<file path="config.mk">
export PLATFORM = sky130hd
export DESIGN_NAME = count_enable_gen
export DESIGN_NICKNAME = d
export VERILOG_FILES = /design/src/rtl/count_enable_gen.sv
export SDC_FILE = /design/constraint.sdc
export NUM_CORES = 1
export LEC_CHECK = 0
export ABC_CLOCK_PERIOD_IN_PS = 2000
export CAP_MARGIN = 30
export CORE_MARGIN = 2
export CORE_UTILIZATION = 40
export CTS_CLUSTER_DIAMETER = 200
export DETAILED_ROUTE_END_ITERATION = 7
export PLACE_DENSITY_LB_ADDON = 0.12
export SLEW_MARGIN = 20
export SYNTH_ARGS = -nofsm -noshare
export SYNTH_HDL_FRONTEND = slang
export SYNTH_SLANG_ARGS = --single-unit
</file>
<file path="constraint.sdc">
create_clock -name Clk -period 2 [get_ports Clk]
set_input_delay 0.2 -clock Clk [delete_from_list [all_inputs] [get_ports Clk]]
set_output_delay 0.2 -clock Clk [all_outputs]
set_load 0.03 [all_outputs]
</file>
<file path="src/rtl/count_enable_gen.sv">
// count_enable_gen: programmable-rate / single-step enable pulse source for the up counter (optional STEP_SYNC_EN input synchronizers)
module count_enable_gen #(
   parameter int DIV_WIDTH = 8
) (
   input  logic                 Clk,
   input  logic                 Rst_n,
   input  logic                 Run,
   input  logic                 Step,
   input  logic [DIV_WIDTH-1:0] Div,
   output logic                 En,
   output logic [1:0]           State,
   output logic [DIV_WIDTH-1:0] Phase
);
   typedef enum logic [1:0] {IDLE = 2'b00, RUN = 2'b01, STEP = 2'b10} state_t;
   state_t state;
   logic run_s, step_s, step_q, step_rise;
`ifdef STEP_SYNC_EN
   logic [1:0] run_sync, step_sync;
   // two-flop synchronizers; Step resets high so a held button gives no pulse
   always_ff @(posedge Clk)
      if (!Rst_n) begin
         run_sync  <= 2'b00;
         step_sync <= 2'b11;
      end else begin
         run_sync  <= {run_sync[0], Run};
         step_sync <= {step_sync[0], Step};
      end
   assign run_s  = run_sync[1];
   assign step_s = step_sync[1];
`else
   assign run_s  = Run;
   assign step_s = Step;
`endif
   assign step_rise = step_s & ~step_q;
   assign State     = state;
   // mode FSM with prescaler and registered enable pulse
   always_ff @(posedge Clk)
      if (!Rst_n) begin
         state  <= IDLE;
         Phase  <= '0;
         En     <= 1'b0;
         step_q <= 1'b1;
      end else begin
         step_q <= step_s;
         case (state)
            IDLE:
               if (run_s) begin
                  state <= RUN;
                  Phase <= '0;
                  En    <= 1'b0;
               end else if (step_rise) begin
                  state <= STEP;
                  En    <= 1'b1;
               end else
                  En <= 1'b0;
            RUN:
               if (!run_s) begin
                  state <= IDLE;
                  Phase <= '0;
                  En    <= 1'b0;
               end else if (Phase >= Div) begin
                  Phase <= '0;
                  En    <= 1'b1;
               end else begin
                  Phase <= Phase + 1'b1;
                  En    <= 1'b0;
               end
            default: begin
               state <= IDLE;
               En    <= 1'b0;
            end
         endcase
      end
endmodule

</file>
==> results of run 1 <==
==> state kept, by name, summed over array words and instances (netlist names) <==
register / count
Phase: 8
State: 2
En: 1
step_q: 1
==> power by group through the flow <==
stage	logic, W	clock network, W	registers [W]
6_report	0.0000840	0.000196	0.000245
3_5_place_dp	0.0000828	0	0.000250
2_1_floorplan	0.0000344	0	0.000255
5_1_grt	0.0000918	0.000208	0.000245
4_1_cts	0.0000836	0.000198	0.000245
3_3_place_gp	0.0000794	0	0.000250
==> kinds of logic after synthesis <==
| logic type | share of synthesized area (%) |
|---|---|
| adder cells (fa/ha/maj) | 15.52 |
| AO/OA/AOI/OAI | 23.28 |
| AND/OR/NAND/NOR | 21.72 |
| buffers and inverters | 5.173 |
| XOR/XNOR | 1.207 |
| flip-flops | 33.10 |
==> critical path, stage by stage (launching register included) <==
cell	delay [ns]
dfxtp_4	0.36
inv_4	0.06
ha_4	0.18
nand2b_4	0.12
a2111o_1	0.46
a2111oi_4	0.33
buf_4	0.20
a41oi_2	0.09
a31oi_1	0.15
==> per-stage QoR <==
stage	power, W	area (sq um)	std cells	hold WS (ns)
after floorplan	0.0002898	745.7	83	0.2730
after global placement	0.0003293	1087	142	0.4887
after detailed placement	0.0003326	1087	142	0.4898
after CTS	0.0005265	1137	147	0.5011
after global routing	0.0005447	1146	147	0.5183
final	0.0005243	1146	147	0.4964
==> what timing repair did <==
action,CTS,global route
pin swaps,4,0
resized for setup,5,2
gates cloned,1,0
endpoints found under the setup margin,5,7
==> routing by layer <==
layer	track usage (%)	share of wire (%)	wire, microns
met5	0	0	0
met4	6.857	0.65	12
met3	3.529	3.6	67
met2	29.17	50	934
met1	22.12	45	837
==> cell usage after synthesis (2+ instances only) <==
cell type / n
nand2b_1: 4
inv_1: 10
and3_1: 2
a41oi_1: 2
o21ai_0: 2
dfxtp_1: 12
a21oi_1: 6
nand3_1: 4
nor2_1: 3
ha_1: 9
a31oi_1: 5
nor3_1: 3
nand2_1: 8
==> how the worst max path moves through the flow <==
stage / startpoint / to / slack, ns / cells past startpoint
final: Phase[0]$_SDFFE_PN0P_ / Phase[6]$_SDFFE_PN0P_ / -0.02 / 8
after global routing: Phase[0]$_SDFFE_PN0P_ / Phase[6]$_SDFFE_PN0P_ / -0.10 / 8
after CTS: Phase[0]$_SDFFE_PN0P_ / Phase[6]$_SDFFE_PN0P_ / -0.02 / 8
after detailed placement: Div[0] / Phase[6]$_SDFFE_PN0P_ / -0.39 / 8
after global placement: Div[0] / Phase[6]$_SDFFE_PN0P_ / -0.31 / 8
after floorplan: Phase[0]$_SDFFE_PN0P_ / Phase[6]$_SDFFE_PN0P_ / -0.1 / 7
==> layout make-up <==
cell class | count | area (sq um)
Tap cell | 25 | 31.28
Multi-Input combinational cell | 61 | 476.7
Inverter | 10 | 40.04
Clock buffer | 4 | 36.28
Fill cell | 148 | 561.8
Sequential cell | 12 | 247.7
Timing Repair Buffer | 35 | 314.1
==> reports/metrics.sh, run 1 <==
CLK-INSERTION-DELAY-LATE_NS=0.27
SYN-NUM-NETS=104
SYN2LAYOUT_AREA_GROWTH_PCT=57.93
POWER.SHARE.SWITCHING_PCT=24.13
SHARE_CLK_OF_TOTAL_POWER_PCT=37.3
TIMING_WORST_SETUP_PATH_TYPE='flop to flop'
TIMING.HOLD.WORST.CLASS='flop to flop'
SYNTH-SEQ-CELLS=12
CLOCK_SINKS=12
MOSTFREQUENTLAYOUTCELL='clkdlybuf4s50_1'
CLOCKBUFFERDEPTH=2
CRITICAL_PATH.REG2REG.ENDPOINT='Phase[6]$_SDFFE_PN0P_'
DETAILEDROUTE.FIRSTITERATIONVIOLATIONS=14
SYNTHDOMINANTCELLAREASHARE_PCT=33.10
POSTSYNTH.TOPFLOPCELL='dfxtp_1'
TIGHTEST_SLEW_NS=0.3804
DPL_WORST_SLACK_NS=-0.3918
IOPINCOUNT=23
SYNTH.LARGEST_AREA_CELL='dfxtp_1'
DRIVE_GT1_SHARE_PCT=23.77
RR_STARTPOINT='Phase[0]$_SDFFE_PN0P_'
YOSYS_WARNINGS=0
CTS_TREE='yes'
FINALSETUPVIOLATIONS=3
HOLD_PATH.STARTPOINT='step_q$_SDFF_PN1_'
MIN_TO='State[1]$_SDFFE_PN0P_'
P_SWITCHING_W=0.0001265
LAYOUT_COMMON_CELLS='21 x clkdlybuf4s50_1, 12 x buf_4, 9 x inv_1'
ROUTED_WIRE_LENGTH_PER_INSTANCE_MICRONS=12.60
YOSYSUNIQUECELLTYPES=26
ROW_COUNT=15
SYN-INSTANCE-COUNT=83
DETAILED_PLACE_HPWL_MICRONS=1400
REG2REG_DEPTH=8
CTS.REPAIR_TIMING.SETUP_BUFFER_COUNT=0
P_INT_W=0.0003978
VIOLATIONS_IN_THE_FINAL_REPORTS='negative setup slack'
GRT-OVFL-TOTAL=0
DIE_AREA_SQ_UM=2171
CELLLEAKAGEPOWER_nW=0.4987
AVGSYNTHCELLAREA_SQ_UM=8.743
INITIAL_UTILIZATION_PCT=42.49
CTS_HTREE_LEVELS=1
GRT_ANTENNA_BEFORE_REPAIR=0
NUMBER_OF_BUFFERS_ADDED_BY_THE_CLOCK_TREE_SYNTHESIS_STEP=3
FINAL.SETUP.TNS_NS=-0.03668
FINAL_UTIL_PCT=67.11
CELL_AT_THE_ROOT_OF_THE_CLOCK_TREE='clkbuf_4'
FINAL_WL_MICRONS=1852
PLACEABLECOREAREA_SQ_UM=1708
POWER.SHARE.SEQUENTIAL_PCT=46.6
VDD_DROP_MAX_mV=0.3927
DRTPASS1ITERATIONS=4
FIN_NETS=144
SYNTH_ENABLE_FLOP_CELLS=0
NETLIST_AREA_SQ_UM=725.7
GRT_START_MAX_NET_PINS=8
FINAL.SETUP.WORST_SLACK_NS=-0.02032
TIMING.CLOCK.SKEW_NS=0.002889
PORTBUFFERS=22
OUTCOME='finished, violations left'
POST_DRT_VIA_CELL_RATIO=5.129
ASYNC_FLOP_SHARE_PCT=0
PWR_DENSITY_CELL_nW_PER_UM2=457.5
POST-ROUTE-MIN-PERIOD_NS=2.020
REGTOREGSETUPSLACK_NS=-0.02
TIMING.FINAL.CRIT_SHARE_PCT=101.0
DIE_HEIGHT_MICRONS=46.60
TOTAL_DRC_ERRORS_IN_THE_ROUTED_LAYOUT=0
NUMBER_OF_ANTENNA_CELLS_INSERTED=0
GLOBALPLACE.CONGESTION=0.8179
SETUP.WORST_PATH.START_CLASS='flop'
WORST_HOLD_DEPTH=2
PATH_MAX_FANOUT=5
DIEWIDTH_MICRONS=46.60
VIA_COUNT_OF_THE_FIRST_GLOBAL_ROUTING_PASS=620
ROUTE.VIAS.TOTAL=754
CTS.CLK_SLEW.WORST_PATHS_NS=0.08
FINAL-HOLD-VIOLATION-COUNT=0
TIMING.MAX_CAP.VIOLATIONS=0
SYNTH.AREA.TOP_CELLS='dfxtp_1 33%, ha_1 16%, inv_1 5.2%'
GLOBAL_ROUTE_WIRE_LENGTH_BEFORE_REPAIR_MICRONS=2677
TIMING.CRITICAL_PATH.REQUIRED_NS=2.20
ANTENNA_LEFT=0
CP_DATA_ARRIVAL_TIME_NS=2.22
FMAX_MHz=495.0
RSZ_0062_RAISED_AFTER_GLOBAL_ROUTING='yes'
SYNTH.YOSYS.SEQ_AREA_SHARE_PCT=33.10
END_KIND='flop'
PWR-SHARE-COMB_PCT=16.0
GR-USAGE-ALL-LAYERS_PCT=17.60
MAXSLEWHEADROOM_PCT=74.59
MAXSLEWVIOLCOUNT=0
POSTCTSHOLDBUFS=0
Power figures use the tool's default switching activity.
==> inputs of run 2 (changes only) <==
Settings changed: GPL_TIMING_DRIVEN from default to 0.
==> reports/metrics.sh, run 2 (synthesis results as in run 1) <==
OUTCOME='finished, violations left'  # unchanged
VIOLATIONS_IN_THE_FINAL_REPORTS='negative setup slack'  # unchanged
POWER.SHARE.SEQUENTIAL_PCT=46.8  # was 46.6%
CP_DATA_ARRIVAL_TIME_NS=2.23  # was 2.22 ns
POST-ROUTE-MIN-PERIOD_NS=2.017  # was 2.020 ns
LARGEST_REG_FLOPS=8  # unchanged
LAYOUT_COMMON_CELLS='21 x clkdlybuf4s50_1, 9 x inv_1, 8 x dfxtp_1, 8 x nand2_1, 8 x ha_1'  # was 21 x clkdlybuf4s50_1, 12 x buf_4, 9 x inv_1
P_SWITCHING_W=0.0001311  # was 0.0001265 W
TIMING.CRITICAL_PATH.REQUIRED_NS=2.22  # was 2.20 ns
SETUP.WORST_PATH.START_CLASS='flop'  # unchanged
INITIAL_UTILIZATION_PCT=42.49  # unchanged
TIMING.HOLD.WORST.CLASS='primary input to flop'  # was flop to flop
PWR_DENSITY_CELL_nW_PER_UM2=497.7  # was 457.5 nW/um^2
PLACED_CELL_AREA_SQ_UM=997.2  # was 1087 sq um
GLOBAL_ROUTE_WIRE_LENGTH_BEFORE_REPAIR_MICRONS=2311  # was 2677 microns
P_INT_W=0.0003932  # was 0.0003978 W
DRTPASS1ITERATIONS=4  # unchanged
ROUTE.VIAS.TOTAL=705  # was 754
DIE_HEIGHT_MICRONS=46.60  # unchanged
GR-USAGE-ALL-LAYERS_PCT=15.82  # was 17.60%
POWER.SHARE.SWITCHING_PCT=25.00  # was 24.13%
PORTBUFFERS=22  # unchanged
CTS.CLK_SLEW.WORST_PATHS_NS=0.08  # about the same
IOPINCOUNT=23  # unchanged
PLACEABLECOREAREA_SQ_UM=1708  # unchanged
LARGEST-REGISTER='Phase'  # unchanged
CLOCK_SINKS=12  # unchanged
GLOBALPLACE.CONGESTION=0.7326  # was 0.8179
DETAILEDROUTE.FIRSTITERATIONVIOLATIONS=6  # was 14
GRT-OVFL-TOTAL=0  # unchanged
FIN_NETS=132  # was 144
FMAX_MHz=495.8  # was 495.0 MHz
VDD_DROP_MAX_mV=0.3645  # was 0.3927 mV
FINAL-HOLD-VIOLATION-COUNT=0  # unchanged
ROUTED_WIRE_LENGTH_PER_INSTANCE_MICRONS=11.50  # was 12.60 microns
DRIVE_GT1_SHARE_PCT=13.64  # was 23.77%
DETAILED_PLACE_HPWL_MICRONS=1219  # was 1400 microns
CELLLEAKAGEPOWER_nW=0.4329  # was 0.4987 nW
SHARE_CLK_OF_TOTAL_POWER_PCT=38.9  # was 37.3%
NUMBER_OF_BUFFERS_ADDED_BY_THE_CLOCK_TREE_SYNTHESIS_STEP=3  # unchanged
VIA_COUNT_OF_THE_FIRST_GLOBAL_ROUTING_PASS=570  # was 620
CELL_AT_THE_ROOT_OF_THE_CLOCK_TREE='clkbuf_4'  # unchanged
END_KIND='flop'  # unchanged
PATH_MAX_FANOUT=9  # was 5
CTS_HTREE_LEVELS=1  # unchanged
MOSTFREQUENTLAYOUTCELL='clkdlybuf4s50_1'  # unchanged
MAXSLEWHEADROOM_PCT=64.87  # was 74.59%
SYN2LAYOUT_AREA_GROWTH_PCT=45.17  # was 57.93%
GRT_START_MAX_NET_PINS=10  # was 8
DIEWIDTH_MICRONS=46.60  # unchanged
DPL_WORST_SLACK_NS=-0.5097  # was -0.3918 ns
CTS_TREE='yes'  # unchanged
ANTENNA_LEFT=0  # unchanged
GRT_ANTENNA_BEFORE_REPAIR=0  # unchanged
MAXSLEWVIOLCOUNT=0  # unchanged
POSTCTSHOLDBUFS=0  # unchanged
FINAL_WL_MICRONS=1553  # was 1852 microns
POST_DRT_VIA_CELL_RATIO=5.222  # was 5.129
CLOCKBUFFERDEPTH=2  # unchanged
TIGHTEST_SLEW_NS=0.5230  # was 0.3804 ns
TIMING.FINAL.CRIT_SHARE_PCT=100.8  # was 101.0%
TIMING.MAX_CAP.VIOLATIONS=0  # unchanged
TOTAL_DRC_ERRORS_IN_THE_ROUTED_LAYOUT=0  # unchanged
FINALPOWER_W=0.0005243  # about the same
ROW_COUNT=15  # unchanged
TIMING.CLOCK.SKEW_NS=0.005257  # was 0.002889 ns
NUMBER_OF_ANTENNA_CELLS_INSERTED=0  # unchanged
PWR-SHARE-COMB_PCT=14.3  # was 16.0%
FINAL.SETUP.WORST_SLACK_NS=-0.01695  # was -0.02032 ns
DIE_AREA_SQ_UM=2171  # unchanged
TIMING_WORST_SETUP_PATH_TYPE='flop to flop'  # unchanged
CLK-INSERTION-DELAY-LATE_NS=0.29  # was 0.27 ns
FINALSETUPVIOLATIONS=1  # was 3
RSZ_0062_RAISED_AFTER_GLOBAL_ROUTING='yes'  # unchanged
FINAL_DESIGN_AREA_NO_FILL_SQ_UM=1054  # was 1146 sq um
==> run 2: changes by cell type in the layout (fill, tap and decap cells not counted) <==
cell and change:
buf_6 +1, buf_2 -1, a21oi_1 +1, nor3_1 +1
a21oi_2 -1, buf_4 -12, nor3_2 -1
==> run 2: timing repair <==
item                                    4_1_cts  5_1_grt
buffers inserted                              1        0
endpoints found under the setup margin        8        7
pin swaps                                     1        0
gates resized for setup                       4        1
==> run 2: worst max-delay path: stages (launching register included) <==
cell and delay, ns:
dfxtp_4 0.38, inv_4 0.04, ha_4 0.19, nand2b_4 0.13
a2111o_1 0.43, a2111oi_4 0.33, buf_6 0.18, a41oi_2 0.11
a31oi_1 0.14
==> run 2: area by class of cell <==
type	count	area, sq um
inverter	10	40.04
clock buffer	4	36.28
timing repair buffer	23	230.2
tap	25	31.28
fill	161	654.4
sequential	12	247.7
multi-input combinational	61	467.9
==> run 2: power by group through the flow <==
stage | registers (W) | clock network [W] | logic [W]
2_1_floorplan | 0.000255 | 0 | 0.0000344
3_3_place_gp | 0.000250 | 0 | 0.0000731
3_5_place_dp | 0.000251 | 0 | 0.0000749
4_1_cts | 0.000245 | 0.000207 | 0.0000756
5_1_grt | 0.000246 | 0.000217 | 0.0000827
6_report | 0.000245 | 0.000204 | 0.0000751
==> run 2: path summary, 6_finish.rpt <==
path | slack [ns] | endpoint | cells after the start | from
max | -0.02 | Phase[6]$_SDFFE_PN0P_ | 8 | Phase[0]$_SDFFE_PN0P_
min | 0.49 | step_q$_SDFF_PN1_ | 2 | Rst_n
max reg2reg | -0.02 | Phase[6]$_SDFFE_PN0P_ | 8 | Phase[0]$_SDFFE_PN0P_
min reg2reg | 0.49 | State[1]$_SDFFE_PN0P_ | 2 | step_q$_SDFF_PN1_
==> run 2: per-layer routing <==
metal / vias up / GRT usage [%] / part of all wire [%] / routed length, microns
met5: - / 0 / 0 / 0
met4: 0 / 10.29 / 2.3 / 36
met3: 5 / 3.529 / 4.8 / 75
met2: 19 / 27.78 / 48 / 745
met1: 322 / 16.67 / 45 / 696
li1: 359 / - / - / -
==> run 2: through the flow <==
| stage | TNS (ns) | cells | hold WS (ns) | util (%) |
|---|---|---|---|---|
| finish | -0.01695 | 135 | 0.4886 | 61.69 |
| global route | -0.4962 | 135 | 0.5166 | 61.69 |
| CTS | -0.02854 | 135 | 0.4882 | 61.47 |
| detailed placement | -3.307 | 130 | 0.4876 | 58.39 |
| global placement | -2.837 | 130 | 0.4823 | 58.39 |
| floorplan | -0.2202 | 83 | 0.2730 | - |
